**src/rtl/uart_pkg.sv**
```systemverilog
// Shared UART definitions: default line rates, parity codes, TX state encoding.
package uart_pkg;

    localparam int DEF_CLK_FREQ  = 50_000_000;
    localparam int DEF_BAUD_RATE = 9600;

    localparam int PAR_NONE = 0;
    localparam int PAR_ODD  = 1;
    localparam int PAR_EVEN = 2;

    localparam int BAUD_CNT_W = 16;

    typedef enum logic [2:0] {
        ST_IDLE,
        ST_START,
        ST_DATA,
        ST_PARITY,
        ST_STOP
    } uart_tx_state_t;

    function automatic logic parity_bit(input logic [7:0] b, input int mode);
        return (mode == PAR_ODD) ? ~^b : ^b;
    endfunction

endpackage

```
**src/rtl/uart_baud_gen.sv**
```systemverilog
// Restartable bit-period counter: counts 0..BIT_PERIOD-1 while enabled, bit_tick on terminal count.
module uart_baud_gen
    import uart_pkg::*;
#(
    parameter int BIT_PERIOD = DEF_CLK_FREQ / DEF_BAUD_RATE
) (
    input  logic clk,
    input  logic reset,
    input  logic clr,
    input  logic en,
    output logic bit_tick
);

    localparam logic [BAUD_CNT_W-1:0] TERM = BAUD_CNT_W'(BIT_PERIOD - 1);

    logic [BAUD_CNT_W-1:0] cnt_q;
    logic [BAUD_CNT_W-1:0] cnt_d;

    assign bit_tick = en && (cnt_q == TERM);

    always_comb begin
        cnt_d = cnt_q;
        if (clr) begin
            cnt_d = '0;
        end else if (en) begin
            cnt_d = bit_tick ? '0 : cnt_q + 1'b1;
        end
    end

    always_ff @(posedge clk) begin
        if (reset) begin
            cnt_q <= '0;
        end else begin
            cnt_q <= cnt_d;
        end
    end

endmodule

```
**src/rtl/uart_tx.sv**
```systemverilog
// Byte-wide UART transmitter: start, 8 data bits LSB-first, optional parity, one stop bit.
// One byte accepted per valid/ready handshake in IDLE; all outputs registered.
module uart_tx
    import uart_pkg::*;
#(
    parameter int CLK_FREQ   = DEF_CLK_FREQ,
    parameter int BAUD_RATE  = DEF_BAUD_RATE,
    parameter int BIT_PERIOD = CLK_FREQ / BAUD_RATE,
    parameter int PARITY     = PAR_NONE
) (
    input  logic       clk,
    input  logic       reset,
    input  logic [7:0] tx_data,
    input  logic       tx_valid,
    output logic       tx_ready,
    output logic       tx,
    output logic       tx_busy,
    output logic       tx_done
);

    uart_tx_state_t state_q;
    logic [7:0]     shift_q;
    logic [7:0]     byte_q;
    logic [3:0]     idx_q;
    logic           tx_q;
    logic           ready_q;
    logic           done_q;
    logic           bit_tick;

    // Counter is held cleared in IDLE so each frame starts on a full bit period.
    uart_baud_gen #(
        .BIT_PERIOD(BIT_PERIOD)
    ) u_baud (
        .clk      (clk),
        .reset    (reset),
        .clr      (state_q == ST_IDLE),
        .en       (state_q != ST_IDLE),
        .bit_tick (bit_tick)
    );

    always_ff @(posedge clk) begin
        if (reset) begin
            state_q <= ST_IDLE;
            shift_q <= '0;
            byte_q  <= '0;
            idx_q   <= '0;
            tx_q    <= 1'b1;
            ready_q <= 1'b1;
            done_q  <= 1'b0;
        end else begin
            done_q <= 1'b0;
            case (state_q)
                ST_IDLE: begin
                    if (tx_valid && ready_q) begin
                        shift_q <= tx_data;
                        byte_q  <= tx_data;
                        idx_q   <= '0;
                        tx_q    <= 1'b0;
                        ready_q <= 1'b0;
                        state_q <= ST_START;
                    end
                end
                ST_START: begin
                    if (bit_tick) begin
                        tx_q    <= shift_q[0];
                        state_q <= ST_DATA;
                    end
                end
                ST_DATA: begin
                    if (bit_tick) begin
                        if (idx_q == 4'd7) begin
                            if (PARITY != PAR_NONE) begin
                                tx_q    <= parity_bit(byte_q, PARITY);
                                state_q <= ST_PARITY;
                            end else begin
                                tx_q    <= 1'b1;
                                state_q <= ST_STOP;
                            end
                        end else begin
                            // Drive the next bit straight from shift_q[1] so tx stays registered.
                            tx_q    <= shift_q[1];
                            shift_q <= {1'b0, shift_q[7:1]};
                            idx_q   <= idx_q + 4'd1;
                        end
                    end
                end
                ST_PARITY: begin
                    if (bit_tick) begin
                        tx_q    <= 1'b1;
                        state_q <= ST_STOP;
                    end
                end
                ST_STOP: begin
                    if (bit_tick) begin
                        done_q  <= 1'b1;
                        ready_q <= 1'b1;
                        state_q <= ST_IDLE;
                    end
                end
                default: begin
                    tx_q    <= 1'b1;
                    ready_q <= 1'b1;
                    state_q <= ST_IDLE;
                end
            endcase
        end
    end

    assign tx       = tx_q;
    assign tx_ready = ready_q;
    assign tx_busy  = ~ready_q;
    assign tx_done  = done_q;

endmodule

```
**config.mk**
```make
export PLATFORM = sky130hd
export DESIGN_NAME = uart_tx
export DESIGN_NICKNAME = d
export VERILOG_FILES = /design/src/rtl/uart_pkg.sv /design/src/rtl/uart_baud_gen.sv /design/src/rtl/uart_tx.sv
export SDC_FILE = /design/constraint.sdc
export NUM_CORES = 1
export LEC_CHECK = 0
export ABC_CLOCK_PERIOD_IN_PS = 2500
export BUFFER_PORTS_ARGS = -buffer_cell sky130_fd_sc_hd__buf_2
export CORE_ASPECT_RATIO = 1.2
export CORE_MARGIN = 8
export CORE_UTILIZATION = 37
export DETAILED_ROUTE_END_ITERATION = 6
export SLEW_MARGIN = 20
export SYNTH_ARGS = -nofsm -noshare
export SYNTH_HDL_FRONTEND = slang
export SYNTH_SLANG_ARGS = --single-unit
```
**constraint.sdc**
```tcl
create_clock -name clk -period 2.5 [get_ports clk]
set_input_delay 0.5 -clock clk [delete_from_list [all_inputs] [get_ports clk]]
set_output_delay 0.5 -clock clk [all_outputs]
set_load 0.01 [all_outputs]
```
==> results of run 1 <==
## worst register-to-register path: stages, from the launching register on
cell,delay [ns]
dfxtp_1,0.48
nor3_4,0.37
a32oi_2,0.23
buf_4,0.23
a211oi_1,0.27
mux2i_1,0.20
## final timing paths
path	endpoint	slack (ns)
max	idx_q[3]$_SDFFE_PP0P_	0.65
max reg2reg	idx_q[3]$_SDFFE_PP0P_	0.65
min	u_baud.cnt_q[0]$_SDFFE_PP0N_	0.45
min reg2reg	u_baud.cnt_q[0]$_SDFFE_PP0N_	0.45
## logic make-up (layout without fill, tap and decap cells)
family                     Yosys count  after routing  synth area share
DFF                                 34             34            0.3788
xor gates and xnor gates            11             11           0.05362
buffers and inverters               16             30           0.05361
adders and majority gates            2              2           0.01393
and+or+nand+nor                     77             77            0.2444
muxes                               11             11           0.06128
AOI/OAI and AO/OA                   37             37            0.1943
## power by group
group          internal, µW  switching [µW]  total, µW
sequential              562            22.0        584
clock                   222             195        418
combinational          47.8            61.4        109
## cells in the mapped netlist, types with 2 or more instances
cell type / instances / area (µm²)
a31oi_1: 2 / 12.51
a22oi_1: 2 / 15.01
ha_1: 2 / 25.02
nor2_1: 18 / 67.56
buf_6: 3 / 33.78
nand4_1: 4 / 25.02
nor4_1: 6 / 37.54
and3_1: 5 / 31.28
clkbuf_1: 3 / 11.26
buf_2: 2 / 10.01
buf_4: 3 / 22.52
nand2_1: 10 / 37.54
a31o_1: 6 / 52.55
nand2b_1: 3 / 18.77
o21ai_0: 4 / 20.02
a211oi_1: 3 / 22.52
dfxtp_1: 34 / 680.7
a32oi_1: 2 / 17.52
a2111oi_2: 6 / 90.09
or3_1: 3 / 18.77
mux2i_1: 11 / 110.1
xnor2_1: 10 / 87.58
a21oi_1: 3 / 15.01
nor2b_1: 2 / 12.51
nand3_1: 9 / 45.04
nor3_1: 6 / 30.03
nand3b_1: 3 / 22.52
and4_1: 2 / 17.52
o211ai_1: 2 / 15.01
inv_1: 4 / 15.01
## final cells by class
class / count / area [µm²] / area share
clock inverter: 1 / 5.005 / 0.002530
timing repair buffer: 17 / 92.59 / 0.04681
inverter: 5 / 18.77 / 0.009488
tap: 60 / 75.07 / 0.03795
clock buffer: 7 / 86.33 / 0.04364
multi-input combinational: 138 / 1020 / 0.5155
sequential: 34 / 680.7 / 0.3441
## through the flow
step,util,hold slack (ns),instances
after floorplan,-,0.4176,188
after global routing,0.4121,0.4776,262
after global placement,0.3931,0.4339,254
after detailed placement,0.3931,0.4411,254
final,0.4121,0.4516,262
after CTS,0.4121,0.4589,262
## flip-flops by register name, indices dropped and copies added (netlist names)
register / flops
idx_q: 4
shift_q: 8
state_q: 3
tx: 1
tx_done: 1
tx_ready: 1
u_baud.cnt_q: 16
## per-layer routing
metal,vias up,GRT usage
met4,0,0.03715
met2,16,0.1647
li1,736,-
met5,-,0
met1,677,0.1199
met3,7,0.03101
==> run metrics, run 1 <==
slowest cell on the critical path=dfxtp_1; commonest non-fill, non-tap cell in the layout=dfxtp_1; Initial Utilization=0.3743; row cnt=28; detailed placer's ending HPWL=about 2500 µm; n_diodes=0; Total Routing Usage GR=0.1008; Leak=around 0.00063 µW; Port Buffers=14; Antenna Violating Nets Remaining=0; CTS tree=built; Post-CTS Resized=0; Mapped Area=roughly 0.0018 mm²; Hold Fails Final Rpt=0; Hold WC Path Type=register to register; met3 WL=around 110 µm; final setup fails=0; status=finished clean; Worst Setup SP=state_q[2]$_SDFFE_PP0P_; minimum clock period after layout=about 1.8 ns; worst clock skew=0.005024 ns; DIE AREA=~0.0074 mm²; area of the core=about 0.0048 mm²; Routed WL=3561 µm; Root Driver=clkbuf_8; Clk Latency, worst-skew pair=0.28 ns; CTS Hold Bufs=0; setup ws final=0.6549 ns; CTS clk-pin slew, worst paths=~0.07 ns; RR Startpoint=state_q[2]$_SDFFE_PP0P_; gpl congestion=between 0.7 and 0.8; CTS sink cnt=34; Max-cap violations=0; Post-synth EDFFs=0; setup bufs post-CTS=0; Initial DRT Pass Iterations=4; share of cells above drive strength 1=0.1881; RSZ-0062 raised after global routing=no; met1 WL=about 1700 µm; WL met2=1720 µm; syn_area_per_cell=roughly 9.6 µm²; initial antenna violation count=0; top_reg_cell synth=dfxtp_1; total power=between 1000 and 1500 µW; Clock Path Buffers=2; dpl ws=around 0.66 ns; #FFs+latches synth=34; Final Net Count=~210; Synth Instances=between 150 and 200; Worst EP arrival=between 2 and 2.5 ns; Vias/cell=about 5.5; crit-path cells=nor3_4 -> a32oi_2 -> buf_4 -> a211oi_1 -> mux2i_1; Crit Path Class=register to register; # IOs=15; Area Growth Syn to Fin=10.10%; FILL cells=478; largest net degree at the start of global routing=21; DR top layer=met4; crit path buf inv count=1; Final period util=0.7380; placed inst area=approximately 0.0019 mm²; total CTS buffers=5; depth of the most critical reg-to-reg path=5; worst vdd ir=around 0.25 mV; Largest delay share family, worst path=compound AO/OA/AOI/OAI gates; sequential fraction of the synthesis area=0.3788; global-route wire length before repair=6078 µm; hold_sp=u_baud.cnt_q[0]$_SDFFE_PP0N_; FMAX=542.0 MHz; PD cells=around 560 mW/mm²; most frequent cells in the layout=34 x dfxtp_1, 18 x nor2_1, 14 x buf_2; setup TNS=0 ns; Final Cell Area=roughly 0.0020 mm²; Avg WL per Cell=13.59 µm; Warnings, synthesis=0; crit-path max FO=14; worst stage delay on the critical path=about 0.48 ns; fin. max-slew vios=0; Worst-Margin Slew=roughly 0.64 ns; global route overflow=0; Starting DRT DRC Count=73; Worst Path Required=around 2.7 ns; vias in the first global route=1,359; syn_nets=around 200; Worst Setup Start Kind=register; Rel. slew slack=0.5728; die width=around 80 µm; hold path cells=1; H-tree Lvls=2; count of cell types in the netlist=45; DR vias=1,436; die height=a little over 90 µm; cell count along the critical path=5; residual DRC count=0; Synth async-reset ratio=0; Setup crit end kind=register
(Power assumes the default switching activity.)
==> inputs of run 2 (changes only) <==
--- a/config.mk
+++ b/config.mk
@@ -5,7 +5,7 @@
 export SDC_FILE = /design/constraint.sdc
 export NUM_CORES = 1
 export LEC_CHECK = 0
-export ABC_CLOCK_PERIOD_IN_PS = 2500
+export ABC_CLOCK_PERIOD_IN_PS = 1900
 export BUFFER_PORTS_ARGS = -buffer_cell sky130_fd_sc_hd__buf_2
 export CORE_ASPECT_RATIO = 1.2
 export CORE_MARGIN = 8
==> constraint.sdc (replaced) <==
create_clock -name clk -period 1.9 [get_ports clk]
set_input_delay 0.38 -clock clk [delete_from_list [all_inputs] [get_ports clk]]
set_output_delay 0.38 -clock clk [all_outputs]
set_load 0.01 [all_outputs]
==> run 2 against run 1 <==
Sequential power up 31%; utilization grew 2.6 points; setup slack lost 0.49 ns; non-clock buffer count increased by 18; first-iteration DRC count fell by 36%; cell count rose by 6.5%; die area unchanged; sequential cell count stayed put; combinational power increased by 50%; wire length increased by 3.1%; register-to-register slack got worse by 0.49 ns; global-route usage rose by 0.95 points; critical path type unchanged; critical endpoint is now shift_q[6]$_SDFFE_PP0P_.
==> run metrics, run 2 (synthesis gave the netlist of run 1 again) <==
Largest delay share family, worst path=compound AO/OA/AOI/OAI gates; Root Driver=clkbuf_8; Hold Fails Final Rpt=0; die height=92.34 µm; hold path cells=2; hold_sp=tx_valid; largest net degree at the start of global routing=19; final setup fails=0; Clk Latency, worst-skew pair=around 0.28 ns; CTS clk-pin slew, worst paths=0.07 ns; Final Cell Area=0.002105 mm²; crit path buf inv count=1; Routed WL=approximately 3700 µm; biggest regs=u_baud.cnt_q (16), shift_q (8), idx_q (4); Worst EP arrival=1.96 ns; NetSw=350.0 µW; detailed placer's ending HPWL=2755 µm; CTS sink cnt=34; H-tree Lvls=2; gpl congestion=0.7809; vias in the first global route=between 1,000 and 1,500; Rel. slew slack=0.7384; minimum clock period after layout=between 1.5 and 2 ns; Vias/cell=5.312; Sw Ratio=0.2470; Antenna Violating Nets Remaining=0; commonest non-fill, non-tap cell in the layout=dfxtp_1; die width=roughly 80 µm; # IOs=15; Clock Path Buffers=2; RSZ-0062 raised after global routing=no; DIE AREA=~0.0074 mm²; initial antenna violation count=0; Crit Path Class=register to register; placed inst area=about 0.002 mm²; crit-path cells=nor3_4 -> a32oi_2 -> buf_4 -> a2111oi_2 -> a31o_1; worst stage delay on the critical path=~0.39 ns; Worst Path Required=2.13 ns; Area Growth Syn to Fin=17.13%; RR Endpoint=shift_q[6]$_SDFFE_PP0P_; Hold WC Path Type=input pin to register; hold path endpoint=tx_ready$_SDFFE_PP1P_; Worst-Margin Slew=0.3924 ns; Worst Setup Start Kind=register; total power=roughly 1400 µW; Port Buffers=14; Final period util=0.9118; Total Routing Usage GR=0.1103; residual DRC count=0; Most flops, register=u_baud.cnt_q; setup TNS=0 ns; DR vias=1,482; Setup crit end kind=register; Starting DRT DRC Count=47; fin. max-slew vios=0; slowest cell on the critical path=dfxtp_1; R2R Setup Slk=0.17 ns; Final Net Count=232; total CTS buffers=5; Avg WL per Cell=between 10 and 15 µm; global-route wire length before repair=around 6600 µm; CTS tree=built; worst vdd ir=0.4809 mV; max FFs per register=16; share of cells above drive strength 1=0.2511; global route overflow=0; Clock Power Share=0.346; setup bufs post-CTS=0; crit-path max FO=7; RR Startpoint=state_q[2]$_SDFFE_PP0P_; area of the core=~0.0048 mm²; Initial DRT Pass Iterations=4; worst clock skew=between 0.008 and 0.009 ns; PD cells=around 670 mW/mm²; Max-cap violations=0; Int Pwr=between 1000 and 1500 µW; row cnt=28; Leak=just over 0.0007 µW; depth of the most critical reg-to-reg path=5; combinational share of power=0.115; status=finished clean; n_diodes=0; most frequent cells in the layout=34 x dfxtp_1, 21 x buf_4, 18 x nor2_1; Initial Utilization=0.3743; Reg power frac=0.539; FMAX=~580 MHz
==> run 2: cell types whose count changed in the layout (fill, tap and decap cells not counted), sizes merged <==
cell / change
clkinv: -1
buf: +18
==> run 2: worst register-to-register path: stages (launching register included) <==
cell       delay (ns)
dfxtp_1          0.39
nor3_4           0.34
a32oi_2          0.24
buf_4            0.22
a2111oi_2        0.36
a31o_1           0.14
==> run 2: worst max-delay path by stage <==
stage / from / endpoint / slack [ns] / cells past startpoint
finish: state_q[2]$_SDFFE_PP0P_ / shift_q[6]$_SDFFE_PP0P_ / 0.17 / 5
global route: state_q[2]$_SDFFE_PP0P_ / shift_q[6]$_SDFFE_PP0P_ / 0.02 / 5
CTS: u_baud.cnt_q[13]$_SDFFE_PP0N_ / shift_q[7]$_SDFFE_PP0P_ / 0.09 / 5
detailed placement: u_baud.cnt_q[13]$_SDFFE_PP0N_ / shift_q[7]$_SDFFE_PP0P_ / 0.10 / 5
global placement: u_baud.cnt_q[13]$_SDFFE_PP0N_ / shift_q[7]$_SDFFE_PP0P_ / 0.12 / 5
floorplan: u_baud.cnt_q[0]$_SDFFE_PP0N_ / shift_q[7]$_SDFFE_PP0P_ / 0.34 / 6
==> run 2: area by class of cell <==
| cell class | instances | area (µm²) |
|---|---|---|
| Fill cell | 471 | 2695 |
| Sequential cell | 34 | 680.7 |
| Timing Repair Buffer | 35 | 227.7 |
| Clock buffer | 7 | 76.32 |
| Tap cell | 60 | 75.07 |
| Multi-Input combinational cell | 138 | 1026 |
| Inverter | 5 | 18.77 |
==> run 2: metal layers <==
metal  part of all wire  GRT usage
met2               0.50     0.1858
met4              0.020    0.04334
met5                  0          0
met3              0.029    0.03488
met1               0.45     0.1251
==> run 2: power by group through the flow <==
stage               Sequential, µW  Combinational (µW)  Clock, µW
finish                         763                 163        490
global route                   768                 184        536
CTS                            763                 166        509
detailed placement             779                 165          0
global placement               779                 164          0
floorplan                      774                 115          0
==> run 2: through the flow <==
step	cells	hold WS (ns)	utilization	setup slack (ns)
2_1_floorplan	188	0.4176	-	0.3357
3_3_place_gp	272	0.4323	0.4213	0.1189
3_5_place_dp	272	0.4406	0.4213	0.1027
4_1_cts	279	0.4083	0.4372	0.09458
5_1_grt	279	0.4211	0.4385	0.02035
6_report	279	0.4059	0.4385	0.1676
==> run 2: repair_timing <==
| item | 4_1_cts | 5_1_grt |
|---|---|---|
| hold buffers | 0 | 0 |
| resized for setup | 0 | 1 |
| endpoints found under the setup margin | 0 | 1 |
==> inputs of run 3 (changes only) <==
--- a/config.mk
+++ b/config.mk
@@ -11,6 +11,7 @@
 export CORE_MARGIN = 8
 export CORE_UTILIZATION = 37
 export DETAILED_ROUTE_END_ITERATION = 6
+export REMOVE_ABC_BUFFERS = 1
 export SLEW_MARGIN = 20
 export SYNTH_ARGS = -nofsm -noshare
 export SYNTH_HDL_FRONTEND = slang
==> run 3 against run 2 <==
Setup slack lost 0.011 ns; non-clock buffer count grew 1; wire length grew 0.71%; clock power grew 1%; clock-buffer cell count is the same; sequential cell count is the same; hold slack lost 0.026 ns; die area is the same; maximum frequency shrank 0.62%; global-route usage is essentially flat; cell count grew 0.36%; critical path depth is the same; critical path type unchanged; largest cell class unchanged.
==> run metrics, run 3 (synthesis gave the netlist of run 1 again) <==
Clock Power Share=0.348; depth of the most critical reg-to-reg path=5; global route overflow=0; max FFs per register=16; Avg WL per Cell=approximately 13 µm; Starting DRT DRC Count=77; residual DRC count=0; worst vdd ir=roughly 0.38 mV; Clk Latency, worst-skew pair=0.28 ns; WL met2=1870 µm; R2R Setup Slk=around 0.16 ns; global-route wire length before repair=roughly 6600 µm; hold path endpoint=tx_ready$_SDFFE_PP1P_; Sw Ratio=0.2499; Layout Cells excl Fill=280; Max-cap violations=0; placed cells=273; met3 WL=157 µm; RR Endpoint=state_q[2]$_SDFFE_PP0P_; n_diodes=0; share of cells above drive strength 1=0.2500; Final period util=0.9175; largest net degree at the start of global routing=21; Leak=around 0.00073 µW; final setup fails=0; minimum clock period after layout=1.743 ns; biggest regs=u_baud.cnt_q (16), shift_q (8), idx_q (4); setup bufs post-CTS=0; Most flops, register=u_baud.cnt_q; # IOs=15; Initial DRT Pass Iterations=4; Vias/cell=5.364; commonest non-fill, non-tap cell in the layout=dfxtp_1; combinational share of power=0.117; Routed WL=between 3000 and 4000 µm; FMAX=between 500 and 600 MHz; detailed placer's ending HPWL=2731 µm; Clock Path Buffers=2; PD cells=~670 mW/mm²; initial antenna violation count=0; gpl congestion=0.7317; Rel. slew slack=0.7349; DIE AREA=between 0.007 and 0.008 mm²; Hold Fails Final Rpt=0; Total Routing Usage GR=0.1101; vias in the first global route=1,497; Reg power frac=0.535; fin. max-slew vios=0; status=finished clean; CTS Hold Bufs=0; crit-path max FO=20; Worst Setup Start Kind=register; Port Buffers=14; die width=between 70 and 80 µm; Worst-Margin Slew=between 0.3 and 0.4 ns; Worst Path Required=about 2.1 ns; Crit Path Class=register to register; die height=between 90 and 100 µm; Final Net Count=roughly 230; Antenna Violating Nets Remaining=0; dpl ws=~0.16 ns; met1 WL=about 1600 µm; Worst EP arrival=roughly 2 ns; Root Driver=clkbuf_8; CTS clk-pin slew, worst paths=about 0.070 ns; most frequent cells in the layout=34 x dfxtp_1, 20 x buf_4, 18 x nor2_1; Post-CTS Resized=0; setup ws final=approximately 0.16 ns; Hold WC Path Type=input pin to register; Area Growth Syn to Fin=18.59%; CTS tree=built; RR Startpoint=u_baud.cnt_q[14]$_SDFFE_PP0N_; CTS sink cnt=34; Int Pwr=between 1000 and 1500 µW; DR vias=around 1,500; area of the core=0.004800 mm²; NetSw=~360 µW; RSZ-0062 raised after global routing=no; hold path cells=2; hold_sp=tx_valid; DR top layer=met4; Setup crit end kind=register; Worst Setup SP=u_baud.cnt_q[14]$_SDFFE_PP0N_; Initial Utilization=0.3743; worst clock skew=around 0.0035 ns; row cnt=28; total CTS buffers=5; H-tree Lvls=2
==> run 3: critical path, cell delays in order, from the launching register on <==
cell	delay [ns]
dfxtp_1	0.33
nor4_1	0.33
nand4_1	0.21
buf_12	0.21
or4b_1	0.46
a21oi_1	0.14
==> run 3: cell type report <==
| type | instances | area, µm² |
|---|---|---|
| clock buffers | 7 | 76.32 |
| fillers | 453 | 2669 |
| inverters | 5 | 18.77 |
| multi-input cells | 138 | 1020 |
| flip-flops and latches | 34 | 680.7 |
| well taps | 60 | 75.07 |
| repair buffers | 36 | 260.3 |
==> run 3: power groups by stage <==
stage | clock (µW) | combinational, µW | sequential (µW)
detailed placement | 0 | 169 | 778
global route | 552 | 186 | 766
finish | 496 | 167 | 762
global placement | 0 | 168 | 778
floorplan | 0 | 93.3 | 780
CTS | 520 | 170 | 762
==> run 3: layer usage <==
layer  GRT usage  vias up
li1            -      773
met1      0.1216      698
met2      0.1872       22
met3     0.03004        9
met4     0.05573        0
met5           0        -
==> run 3: how the worst max path moves through the flow <==
stage	endpoint	slack, ns	cells after the start
3_3_place_gp	state_q[2]$_SDFFE_PP0P_	0.14	5
4_1_cts	state_q[2]$_SDFFE_PP0P_	0.13	5
3_5_place_dp	state_q[2]$_SDFFE_PP0P_	0.16	5
5_1_grt	state_q[2]$_SDFFE_PP0P_	0.07	5
2_1_floorplan	shift_q[7]$_SDFFE_PP0P_	-0.76	4
6_report	state_q[2]$_SDFFE_PP0P_	0.16	5
==> run 3: stage by stage <==
step	TNS, ns	utilization	total power, µW	hold WS (ns)	cell area [µm²]
floorplan	-10.12	-	873.4	0.4176	1719
global placement	0	0.4281	946.5	0.4300	2054
detailed placement	0	0.4281	947.7	0.4379	2054
CTS	0	0.4440	1452	0.3661	2131
global route	0	0.4440	1504	0.3697	2131
finish	0	0.4440	1426	0.3798	2131
